$ cat src/rtl/viterbi_pkg.sv
// Shared constants and FSM encoding for the K=7, rate-1/2 Viterbi sequencing controller.
package viterbi_pkg;

   localparam int K        = 7;
   localparam int N_STATES = 64;
   localparam int TAIL     = K - 1;
   localparam int MIN_LEN  = TAIL + 1;
   localparam int SW       = $clog2(N_STATES);

   // Value the path-metric bank loads into every state except 0 on oPmInit.
   localparam int                PM_W   = 8;
   localparam logic [PM_W-1:0]   PM_MAX = '1;

   typedef enum logic [2:0] {
      S_IDLE,
      S_INIT,
      S_RUN,
      S_DRAIN,
      S_TB
   } state_e;

endpackage

$ cat src/rtl/viterbi_ctrl_if.sv
// Handshake, strobe and survivor-memory signals between the controller and the decoder datapath.
interface viterbi_ctrl_if
   import viterbi_pkg::*;
#(
   parameter int AW = 12
) ();

   logic          iStart;
   logic [AW:0]   iLen;
   logic          iValid;
   logic          iA;
   logic          iB;
   logic          iDec;
   logic          oReady;
   logic          oBmA;
   logic          oBmB;
   logic          oPmInit;
   logic          oAcsEn;
   logic          oSmWe;
   logic [AW-1:0] oSmWAddr;
   logic          oSmRe;
   logic [AW-1:0] oSmRAddr;
   logic [SW-1:0] oTbState;
   logic          oBit;
   logic          oBitValid;
   logic          oLast;
   logic          oBusy;
   logic          oErr;

   modport master (
      output iStart, iLen, iValid, iA, iB, iDec,
      input  oReady, oBmA, oBmB, oPmInit, oAcsEn, oSmWe, oSmWAddr, oSmRe, oSmRAddr,
             oTbState, oBit, oBitValid, oLast, oBusy, oErr
   );

   modport slave (
      input  iStart, iLen, iValid, iA, iB, iDec,
      output oReady, oBmA, oBmB, oPmInit, oAcsEn, oSmWe, oSmWAddr, oSmRe, oSmRAddr,
             oTbState, oBit, oBitValid, oLast, oBusy, oErr
   );

endinterface

$ cat src/rtl/viterbi_tb_unit.sv
// Block traceback: descending survivor reads, state shift register, tail suppression and last-bit flag.
module viterbi_tb_unit
   import viterbi_pkg::*;
#(
   parameter int AW = 12
) (
   input  logic          clk,
   input  logic          rst,
   input  logic          load,
   input  logic [AW:0]   len,
   input  logic          dec,
   output logic          re,
   output logic [AW-1:0] raddr,
   output logic [SW-1:0] state,
   output logic          dec_bit,
   output logic          bit_valid,
   output logic          last
);

   logic          active_q;
   logic          ret_q;
   logic [AW-1:0] addr_q;
   logic [AW:0]   ret_cnt_q;
   logic [SW-1:0] state_q;
   logic [AW:0]   len_m1;

   assign len_m1 = len - 1'b1;

   // NOTE: sequential state uses <= so every flop samples pre-edge values regardless of statement order.
   always_ff @(posedge clk) begin
      if (rst) begin
         active_q  <= 1'b0;
         ret_q     <= 1'b0;
         addr_q    <= '0;
         ret_cnt_q <= '0;
         state_q   <= '0;
      end else if (load) begin
         active_q  <= 1'b1;
         ret_q     <= 1'b0;
         addr_q    <= len_m1[AW-1:0];
         ret_cnt_q <= '0;
         state_q   <= '0;
      end else begin
         ret_q <= active_q;
         // Stop at address 0 instead of wrapping.
         if (active_q) begin
            if (addr_q == '0) active_q <= 1'b0;
            else              addr_q   <= addr_q - 1'b1;
         end
         if (ret_q) begin
            state_q   <= {state_q[SW-2:0], dec};
            ret_cnt_q <= ret_cnt_q + 1'b1;
         end
      end
   end

   assign re        = active_q;
   assign raddr     = addr_q;
   assign state     = state_q;
   assign bit_valid = ret_q && (ret_cnt_q >= (AW+1)'(TAIL));
   assign last      = ret_q && (ret_cnt_q == len_m1);
   assign dec_bit   = bit_valid && state_q[SW-1];

endmodule

$ cat src/rtl/viterbi_ctrl.sv
// Viterbi sequencing controller: frame FSM, step counter, BMU/ACS/survivor-write strobe pipeline.
module viterbi_ctrl
   import viterbi_pkg::*;
#(
   parameter int MAX_LEN = 4096,
   parameter int AW      = 12
) (
   input logic           iClk,
   input logic           iRst,
   viterbi_ctrl_if.slave bus
);

   state_e        state_q, state_d;
   logic [AW:0]   len_q;
   logic [AW:0]   n_q;
   logic          drain_q;
   logic          bm_a_q, bm_b_q;
   logic          acs_q, we_q, err_q;
   logic [AW-1:0] addr1_q, waddr_q;
   logic          ready, pm_init, busy, tb_load, tb_last;
   logic          accept, len_ok;

   assign len_ok = (bus.iLen >= (AW+1)'(MIN_LEN)) && (bus.iLen <= (AW+1)'(MAX_LEN));
   assign accept = bus.iValid && (state_q == S_RUN);

   always_comb begin
      // NOTE: every output gets a default before the case so no path can infer a latch.
      state_d = state_q;
      ready   = 1'b0;
      pm_init = 1'b0;
      busy    = 1'b1;
      tb_load = 1'b0;
      unique case (state_q)
         S_IDLE: begin
            busy = 1'b0;
            if (bus.iStart && len_ok) state_d = S_INIT;
         end
         S_INIT: begin
            pm_init = 1'b1;
            state_d = S_RUN;
         end
         S_RUN: begin
            ready = 1'b1;
            if (accept && ((n_q + 1'b1) == len_q)) state_d = S_DRAIN;
         end
         S_DRAIN: begin
            if (drain_q) begin
               tb_load = 1'b1;
               state_d = S_TB;
            end
         end
         S_TB: begin
            if (tb_last) state_d = S_IDLE;
         end
         default: state_d = S_IDLE;
      endcase
   end

   always_ff @(posedge iClk) begin
      if (iRst) begin
         state_q <= S_IDLE;
         len_q   <= '0;
         n_q     <= '0;
         drain_q <= 1'b0;
         bm_a_q  <= 1'b0;
         bm_b_q  <= 1'b0;
         acs_q   <= 1'b0;
         we_q    <= 1'b0;
         err_q   <= 1'b0;
         addr1_q <= '0;
         waddr_q <= '0;
      end else begin
         state_q <= state_d;
         drain_q <= (state_q == S_DRAIN) && !drain_q;
         err_q   <= (state_q == S_IDLE) && bus.iStart && !len_ok;
         if ((state_q == S_IDLE) && bus.iStart && len_ok) len_q <= bus.iLen;

         if (state_q == S_INIT) n_q <= '0;
         else if (accept)       n_q <= n_q + 1'b1;

         // Two-stage pipeline: ACS strobe at t+1, survivor write of step t one cycle later.
         acs_q <= accept;
         if (accept) begin
            bm_a_q  <= bus.iA;
            bm_b_q  <= bus.iB;
            addr1_q <= n_q[AW-1:0];
         end
         we_q <= acs_q;
         if (acs_q) waddr_q <= addr1_q;
      end
   end

   viterbi_tb_unit #(.AW(AW)) u_tb (
      .clk       (iClk),
      .rst       (iRst),
      .load      (tb_load),
      .len       (len_q),
      .dec       (bus.iDec),
      .re        (bus.oSmRe),
      .raddr     (bus.oSmRAddr),
      .state     (bus.oTbState),
      .dec_bit   (bus.oBit),
      .bit_valid (bus.oBitValid),
      .last      (tb_last)
   );

   assign bus.oReady   = ready;
   assign bus.oPmInit  = pm_init;
   assign bus.oBusy    = busy;
   assign bus.oBmA     = bm_a_q;
   assign bus.oBmB     = bm_b_q;
   assign bus.oAcsEn   = acs_q;
   assign bus.oSmWe    = we_q;
   assign bus.oSmWAddr = waddr_q;
   assign bus.oErr     = err_q;
   assign bus.oLast    = tb_last;

endmodule

$ cat src/flat_wrapper.sv
// flat-port wrapper written by rule: the top's interface ports become plain ports
module viterbi_ctrl_flat import viterbi_pkg::*;
#(
   parameter int MAX_LEN = 4096,
   parameter int AW      = 12
)
  (iClk, iRst, bus_iStart, bus_iLen, bus_iValid, bus_iA, bus_iB, bus_iDec, bus_oReady, bus_oBmA, bus_oBmB, bus_oPmInit, bus_oAcsEn, bus_oSmWe, bus_oSmWAddr, bus_oSmRe, bus_oSmRAddr, bus_oTbState, bus_oBit, bus_oBitValid, bus_oLast, bus_oBusy, bus_oErr);
  viterbi_ctrl_if #(.AW(AW)) bus_i ();
  input logic iClk;
  input logic iRst;
  input wire logic [$bits(bus_i.iStart)-1:0] bus_iStart;
  input wire logic [$bits(bus_i.iLen)-1:0] bus_iLen;
  input wire logic [$bits(bus_i.iValid)-1:0] bus_iValid;
  input wire logic [$bits(bus_i.iA)-1:0] bus_iA;
  input wire logic [$bits(bus_i.iB)-1:0] bus_iB;
  input wire logic [$bits(bus_i.iDec)-1:0] bus_iDec;
  output wire logic [$bits(bus_i.oReady)-1:0] bus_oReady;
  output wire logic [$bits(bus_i.oBmA)-1:0] bus_oBmA;
  output wire logic [$bits(bus_i.oBmB)-1:0] bus_oBmB;
  output wire logic [$bits(bus_i.oPmInit)-1:0] bus_oPmInit;
  output wire logic [$bits(bus_i.oAcsEn)-1:0] bus_oAcsEn;
  output wire logic [$bits(bus_i.oSmWe)-1:0] bus_oSmWe;
  output wire logic [$bits(bus_i.oSmWAddr)-1:0] bus_oSmWAddr;
  output wire logic [$bits(bus_i.oSmRe)-1:0] bus_oSmRe;
  output wire logic [$bits(bus_i.oSmRAddr)-1:0] bus_oSmRAddr;
  output wire logic [$bits(bus_i.oTbState)-1:0] bus_oTbState;
  output wire logic [$bits(bus_i.oBit)-1:0] bus_oBit;
  output wire logic [$bits(bus_i.oBitValid)-1:0] bus_oBitValid;
  output wire logic [$bits(bus_i.oLast)-1:0] bus_oLast;
  output wire logic [$bits(bus_i.oBusy)-1:0] bus_oBusy;
  output wire logic [$bits(bus_i.oErr)-1:0] bus_oErr;
  assign bus_i.iStart = bus_iStart;
  assign bus_i.iLen = bus_iLen;
  assign bus_i.iValid = bus_iValid;
  assign bus_i.iA = bus_iA;
  assign bus_i.iB = bus_iB;
  assign bus_i.iDec = bus_iDec;
  assign bus_oReady = bus_i.oReady;
  assign bus_oBmA = bus_i.oBmA;
  assign bus_oBmB = bus_i.oBmB;
  assign bus_oPmInit = bus_i.oPmInit;
  assign bus_oAcsEn = bus_i.oAcsEn;
  assign bus_oSmWe = bus_i.oSmWe;
  assign bus_oSmWAddr = bus_i.oSmWAddr;
  assign bus_oSmRe = bus_i.oSmRe;
  assign bus_oSmRAddr = bus_i.oSmRAddr;
  assign bus_oTbState = bus_i.oTbState;
  assign bus_oBit = bus_i.oBit;
  assign bus_oBitValid = bus_i.oBitValid;
  assign bus_oLast = bus_i.oLast;
  assign bus_oBusy = bus_i.oBusy;
  assign bus_oErr = bus_i.oErr;
  viterbi_ctrl #(.MAX_LEN(MAX_LEN), .AW(AW)) u_core (.iClk(iClk), .iRst(iRst), .bus(bus_i));
endmodule
$ cat config.mk
export PLATFORM = sky130hd
export DESIGN_NAME = viterbi_ctrl_flat
export DESIGN_NICKNAME = d
export VERILOG_FILES = /design/src/rtl/viterbi_pkg.sv /design/src/rtl/viterbi_ctrl_if.sv /design/src/rtl/viterbi_tb_unit.sv /design/src/rtl/viterbi_ctrl.sv /design/src/flat_wrapper.sv
export SDC_FILE = /design/constraint.sdc
export NUM_CORES = 1
export LEC_CHECK = 0
export CAP_MARGIN = 30
export CORE_ASPECT_RATIO = 1.75
export CORE_MARGIN = 5
export CORE_UTILIZATION = 35
export CTS_CLUSTER_DIAMETER = 80
export CTS_CLUSTER_SIZE = 25
export DETAILED_ROUTE_END_ITERATION = 12
export PLACE_DENSITY_LB_ADDON = 0.12
export RECOVER_POWER = 50
export SLEW_MARGIN = 20
export SYNTH_ARGS = -nofsm -noshare
export SYNTH_HDL_FRONTEND = slang
export SYNTH_SLANG_ARGS = --single-unit
export TNS_END_PERCENT = 20
$ cat constraint.sdc
create_clock -name iClk -period 2.2 [get_ports iClk]
set_input_delay 0.33 -clock iClk [delete_from_list [all_inputs] [get_ports iClk]]
set_output_delay 0.33 -clock iClk [all_outputs]
set_load 0.005 [all_outputs]
==> out/results.ini, run 1 <==
[synth]
synth_edf_count = 0
ys_ff_latch = 92
synth_flop_cell = dfxtp_1
synth_nets = 607
ys_warn_count = 0
synth.avg_cell_area_um2 = 8.24
ys_seq_area_share_pct = 38.4
synth_top_area_share_pct = 38.4
yosysUniqueCellTypes = 61
netlist_top_cells_area = dfxtp_1 38%, mux2i_1 7.1%, nor2_1 6.5%, xor2_1 5.7%, xnor2_1 4.8%
yosys.area.top_type = dfxtp_1
syn_inst = 582
async_flop_share_pct = 0
syn_area_um2 = 4790

[sta]
tightest_slew_ns = 0.904
rsz0062_at_grt = true
fin_crit_sh_pct = 130
slew_headroom_pct = 39.7
fin_setup_tns_ns = -1.11
setup_violations = 6
drv_slew = 0
max_clock_freq_ghz = 0.351
worst_slack_ns = -0.652
finalHoldViolations = 0
skew_ns = 0.00692
finalCriticalPeriod_ns = 2.85

[clocking]
clk_pin_slew_ns = 0.07
cts_max_path_buffers = 2
root_buffer = clkbuf_16
cts_buffers = 9
cts_htree_levels = 3
cts_tree = yes
cts_num_sinks = 92
worstSkewPairLatency_ns = 0.34
postCtsHoldBufs = 0

[power_and_ir_drop]
powerDensity_nw_per_um2 = 582
power_frac_clock_pct = 39.3
seq_power_share_pct = 43.8
ir_drop_mv = 0.550
swShare_pct = 27.9
combPwrFrac_pct = 16.9
p_int_mw = 2.82
p_leak_nw = 2.72
power_switching_mw = 1.09

[grt]
use_met1_pct = 18.4
met3_usage_pct = 2.87
use_met2_pct = 35.1
busiest_layer = met2
grt_first_pass_wirelength_um = 23600
grt_start_max_net_pins = 26
grt.total_usage_pct = 18.4
antenna_found_initial = 0
grt_overflow = 0
first_global_vias = 4752

[place]
hpwl_um = 11600
pre_cts_slack_ns = -0.807
gp_congestion = 0.934
io_buffers = 61

[run]
maxCapViolations = 0

[finish]
final_common_cell = buf_4
area_growth_pct = 40.0
drive_gt1_share_pct = 22.1
diodes = 0
most-common-layout-cells = 100 x buf_4, 84 x dfxtp_1, 83 x nor2_1
fin_nets = 739

[route]
via_per_inst = 5.10
drcViolationCount = 0
wl_per_cell_um = 16.3
vias = 4556
dr.pass1.iters = 4
wirelength_um = 14600
ant_nets = 0
drt_iter0_markers = 146

[worst_setup_path]
required_ns = 1.87
cp-start-kind = flip-flop
rrSetupSlack_ns = -0.16
slowest_delay_ns = 0.58
endpoint_kind = output pin
slowest_stage = or4_4
critPathKind = reg -> out
path_cells = or4_4, o22ai_2, nand3_2, a2111o_1, nor4b_4, buf_4, buf_6
cp_max_fo = 6
arrival_ns = 2.52

[floorplanning]
die_area_um2 = 16200
core_area_um2 = 13500
start_util_pct = 35.6
fp.dieH_um = 165
fp-row-count = 56
die_width_um = 98.5
io_pins = 62

[hold_path]
hold_class = in -> reg

[run_status]
status = complete, but fails checks
violations = setup timing

==> Yosys cell counts (2+ instances only) <==
library cell / number
o21ai_0: 6
and3_1: 6
and2_1: 2
o22ai_1: 3
nand2b_1: 2
nor4_1: 11
or4_1: 7
or3_1: 10
nor2b_1: 6
a21oi_1: 27
a31o_2: 2
nor3b_1: 2
inv_1: 14
nand3b_1: 2
o21ai_1: 4
nor2_1: 83
nor3_1: 15
mux2i_1: 34
nand3_1: 20
clkbuf_1: 36
dfxtp_1: 92
o2111ai_1: 4
xor2_1: 31
o31a_1: 2
nand2_1: 60
nor3_2: 2
a211oi_1: 15
xnor2_1: 26
buf_1: 2
ha_1: 5
buf_2: 7
nand4_1: 12
nor4b_1: 2
o31ai_1: 2
a221oi_1: 2
==> cell families (layout without fill, tap and decap cells) <==
kind of cell / Yosys count / in the layout / share of synthesized area [%]
compound gates: 80 / 80 / 11.1
flops: 92 / 92 / 38.4
mux: 34 / 34 / 7.10
fa+ha+maj: 5 / 5 / 1.31
buf+inv: 62 / 199 / 5.27
simple gates: 251 / 251 / 25.9
xor+xnor: 58 / 58 / 10.9
==> per-layer routing <==
layer  up-vias  share of wire (%)
li1       2286                  -
met1      2149                 37
met2        85                 54
met5         -                  0
met3        36                2.7
met4         0                5.8
==> through the flow <==
| step | power (mW) | std cells | area (um^2) | util (%) | hold WS [ns] |
|---|---|---|---|---|---|
| 6_report | 3.91 | 893 | 6710 | 49.9 | 0.369 |
| 3_5_place_dp | 2.38 | 873 | 6230 | 46.3 | 0.448 |
| 4_1_cts | 3.94 | 893 | 6620 | 49.2 | 0.365 |
| 3_3_place_gp | 2.38 | 873 | 6230 | 46.3 | 0.444 |
| 2_1_floorplan | 2.08 | 582 | 4820 | - | 0.436 |
| 5_1_grt | 4.06 | 893 | 6710 | 49.9 | 0.400 |
==> state kept, by name (all words and copies together) (netlist names), 3 cells and up <==
register,flops
u_core.bus.oSmWAddr,12
u_core.n_q,13
u_core.len_q,13
u_core.u_tb.state,6
u_core.state_q,3
u_core.addr1_q,12
u_core.u_tb.raddr,12
u_core.u_tb.ret_cnt_q,13
==> critical path, delay by kind of cell, from the launching register on <==
kind | cells | cell delay (ns)
simple gates | 3 | 0.94
compound gates | 2 | 0.62
flops | 1 | 0.37
buf+inv | 2 | 0.26
==> layout make-up <==
type / instances / area (um^2)
clock buffer: 9 / 225
clock inverter: 7 / 67.6
fill: 1363 / 6740
inverter: 15 / 56.3
multi-input combinational: 428 / 2850
sequential: 92 / 1860
tap: 174 / 218
timing repair buffer: 168 / 1430
==> power groups by stage <==
stage          logic, mW  clock network [mW]  registers, mW
5_1_grt            0.712                1.64           1.71
3_5_place_dp       0.636                   0           1.75
2_1_floorplan      0.344                   0           1.74
6_report           0.662                1.54           1.71
3_3_place_gp       0.633                   0           1.75
4_1_cts            0.645                1.59           1.71
==> worst paths after layout <==
path                                        start                 to  cells after the start
worst max-delay path              u_core.len_q[1]          bus_oLast                      7
worst max register to register    u_core.len_q[1]  u_core.state_q[2]                      8
worst min-delay path                 bus_iLen[11]   u_core.len_q[11]                      4
worst min register to register  u_core.addr1_q[2]  u_core.addr1_q[2]                      2
==> repair_timing <==
item,in CTS,in global routing
setup buffers,4,0
gates resized for setup,28,21
pin swaps,9,8
endpoints found under the setup margin,17,19
gates cloned,0,0
No activity file was read; power rests on OpenSTA's default activity.
==> run 2: changes to the inputs <==
--- a/config.mk
+++ b/config.mk
@@ -10,11 +10,10 @@
 export CORE_MARGIN = 5
 export CORE_UTILIZATION = 35
 export CTS_CLUSTER_DIAMETER = 80
-export CTS_CLUSTER_SIZE = 25
+export CTS_CLUSTER_SIZE = 40
 export DETAILED_ROUTE_END_ITERATION = 12
 export PLACE_DENSITY_LB_ADDON = 0.12
 export RECOVER_POWER = 50
-export SLEW_MARGIN = 20
 export SYNTH_ARGS = -nofsm -noshare
 export SYNTH_HDL_FRONTEND = slang
 export SYNTH_SLANG_ARGS = --single-unit
==> constraint.sdc (replaced) <==
create_clock -name iClk -period 2.8 [get_ports iClk]
set_input_delay 0.42 -clock iClk [delete_from_list [all_inputs] [get_ports iClk]]
set_output_delay 0.42 -clock iClk [all_outputs]
set_load 0.005 [all_outputs]
==> run 2 against run 1 <==
Hold slack gained 0.087 ns. The run still ends with setup timing left. Via count shrank 3.2%. Critical path depth is the same. Setup slack better by 0.50 ns. Critical path type unchanged. Combinational power decreased by 23%. Total power decreased by 24%. Count of clock-buffer cells in the layout increased by 1. Highest routed layer unchanged. Critical endpoint unchanged.
==> out/results.ini, run 2 (synthesis results as in run 1) <==
[run_status]
status = complete, but fails checks
violations = setup timing

[place]
pre_cts_slack_ns = -0.566  ; +0.242 ns
placed_cells = 831  ; -4.8%
gp_congestion = 0.991  ; +6.0%
io_buffers = 61  ; unchanged
hpwl_um = 10600  ; -9.0%
dpl_cell_area_um2 = 5890  ; -5.4%

[worst_setup_path]
arrival_ns = 2.53  ; about the same
endpoint_kind = output pin
critPathKind = reg -> out
r2r_end = u_core.state_q[2]
rrSetupSlack_ns = 0.52  ; +0.68 ns
rr_worst_depth = 7  ; -1
cp-start-kind = flip-flop
cp_max_fo = 6  ; unchanged
required_ns = 2.38  ; +0.51 ns
rr_startpoint = u_core.len_q[0]

[sta]
finalHoldViolations = 0  ; unchanged
skew_ns = 0.00783  ; +0.000905 ns
fin_setup_tns_ns = -0.153  ; +0.960 ns
fin_crit_sh_pct = 105
hold_slack_ns = 0.455  ; +0.0869 ns
finalCriticalPeriod_ns = 2.95
slew_headroom_pct = 38.2  ; -1.5 points
rsz0062_at_grt = true
worst_slack_ns = -0.153  ; +0.499 ns
setup_violations = 1  ; -5
max_clock_freq_ghz = 0.339
drv_slew = 0  ; unchanged
tightest_slew_ns = 0.927  ; +0.0231 ns

[floorplanning]
die_width_um = 98.5  ; unchanged
fp.dieH_um = 165  ; unchanged
io_pins = 62  ; unchanged
die_area_um2 = 16200  ; unchanged
start_util_pct = 35.6  ; unchanged
core_area_um2 = 13500  ; unchanged
fp-row-count = 56  ; unchanged

[grt]
first_global_vias = 4528  ; -4.7%
grt_overflow = 0  ; unchanged
grt_first_pass_wirelength_um = 22200  ; -6.1%
grt.total_usage_pct = 17.1  ; -1.2 points
antenna_found_initial = 0  ; unchanged
grt_start_max_net_pins = 35  ; +35%

[clocking]
cts_tree = yes
clk_pin_slew_ns = 0.06  ; about the same
postCtsHoldBufs = 0  ; unchanged
cts_htree_levels = 3  ; unchanged
cts_buffers = 9  ; unchanged
root_buffer = clkbuf_16
cts_max_path_buffers = 2  ; unchanged
cts_num_sinks = 92  ; unchanged
worstSkewPairLatency_ns = 0.34  ; about the same

[route]
drcViolationCount = 0  ; unchanged
ant_nets = 0  ; unchanged
dr.pass1.iters = 4  ; unchanged
drt_iter0_markers = 146  ; unchanged
wl_per_cell_um = 15.8  ; -3.3%
via_per_inst = 5.20  ; +2.0%
vias = 4411  ; -3.2%
wirelength_um = 13400  ; -8.2%

[finish]
post-route-util_pct = 46.5  ; -3.3 points
layout.cells.non_filler = 848  ; -5.0%
most-common-layout-cells = 88 x dfxtp_1, 83 x nor2_1, 60 x nand2_1
n_fill_cell = 1365  ; +0.15%
fin_nets = 694  ; -6.1%
regArea_um2 = 1850  ; -0.54%
diodes = 0  ; unchanged
top_regs = u_core.len_q: 13 flops, u_core.n_q: 13 flops, u_core.u_tb.ret_cnt_q: 13 flops
design_area_um2 = 6260  ; -6.7%
final_common_cell = dfxtp_1
area_growth_pct = 30.6
drive_gt1_share_pct = 14.7  ; -7.4 points
multi_input_area_um2 = 2790  ; -2.0%

[hold_path]
hold_class = reg -> reg
hold_depth = 2  ; -2
hp-start = u_core.addr1_q[5]
min_to = u_core.addr1_q[5]

[power_and_ir_drop]
powerDensity_nw_per_um2 = 474  ; -19%
ir_drop_mv = 0.291  ; -47%
power.total_mw = 2.97  ; -24%
p_leak_nw = 2.40  ; -12%

[run]
maxCapViolations = 0  ; unchanged

## run 2: where the power goes
group / internal (mW) / switching, mW / leakage (nW) / total, mW
Clock: 0.602 / 0.509 / 0.136 / 1.11
Combinational: 0.255 / 0.252 / 1.52 / 0.507
Sequential: 1.33 / 0.0243 / 0.745 / 1.35
Total: 2.18 / 0.786 / 2.40 / 2.97
## run 2: area by class of cell
cell class / count / share of cell area, %
multi-input combinational: 428 / 44.6
sequential: 92 / 29.5
timing repair buffer: 123 / 17.1
clock buffer: 10 / 3.66
tap: 174 / 3.48
inverter: 15 / 0.899
clock inverter: 6 / 0.660
## run 2: metal layers
metal | up-vias | GRT usage (%) | wire length [um]
met2 | 114 | 31.8 | 7220
met3 | 46 | 3.47 | 464
met5 | - | 0 | 0
met1 | 2058 | 17.2 | 4930
met4 | 0 | 10.7 | 792
li1 | 2193 | - | -
## run 2: worst max-delay path: stages, from the launching register on
cell      delay, ns
dfxtp_4        0.37
or4_4          0.56
o22ai_2        0.18
nand3_1        0.10
a2111o_1       0.42
nor4b_4        0.29
buf_4          0.18
buf_6          0.09
## run 2: what timing repair did
item	CTS	global route
hold endpoints to repair	0	0
resized for setup	23	2
pin swaps	7	0
buffers inserted	1	0
endpoints found under the setup margin	1	1
## run 2: how the worst max path moves through the flow
stage	startpoint	to	cells past startpoint
global placement	u_core.len_q[2]	bus_oLast	9
finish	u_core.len_q[0]	bus_oLast	7
global route	u_core.len_q[0]	bus_oLast	7
detailed placement	u_core.len_q[0]	bus_oLast	9
floorplan	u_core.len_q[1]	bus_oLast	8
CTS	u_core.len_q[0]	bus_oLast	7
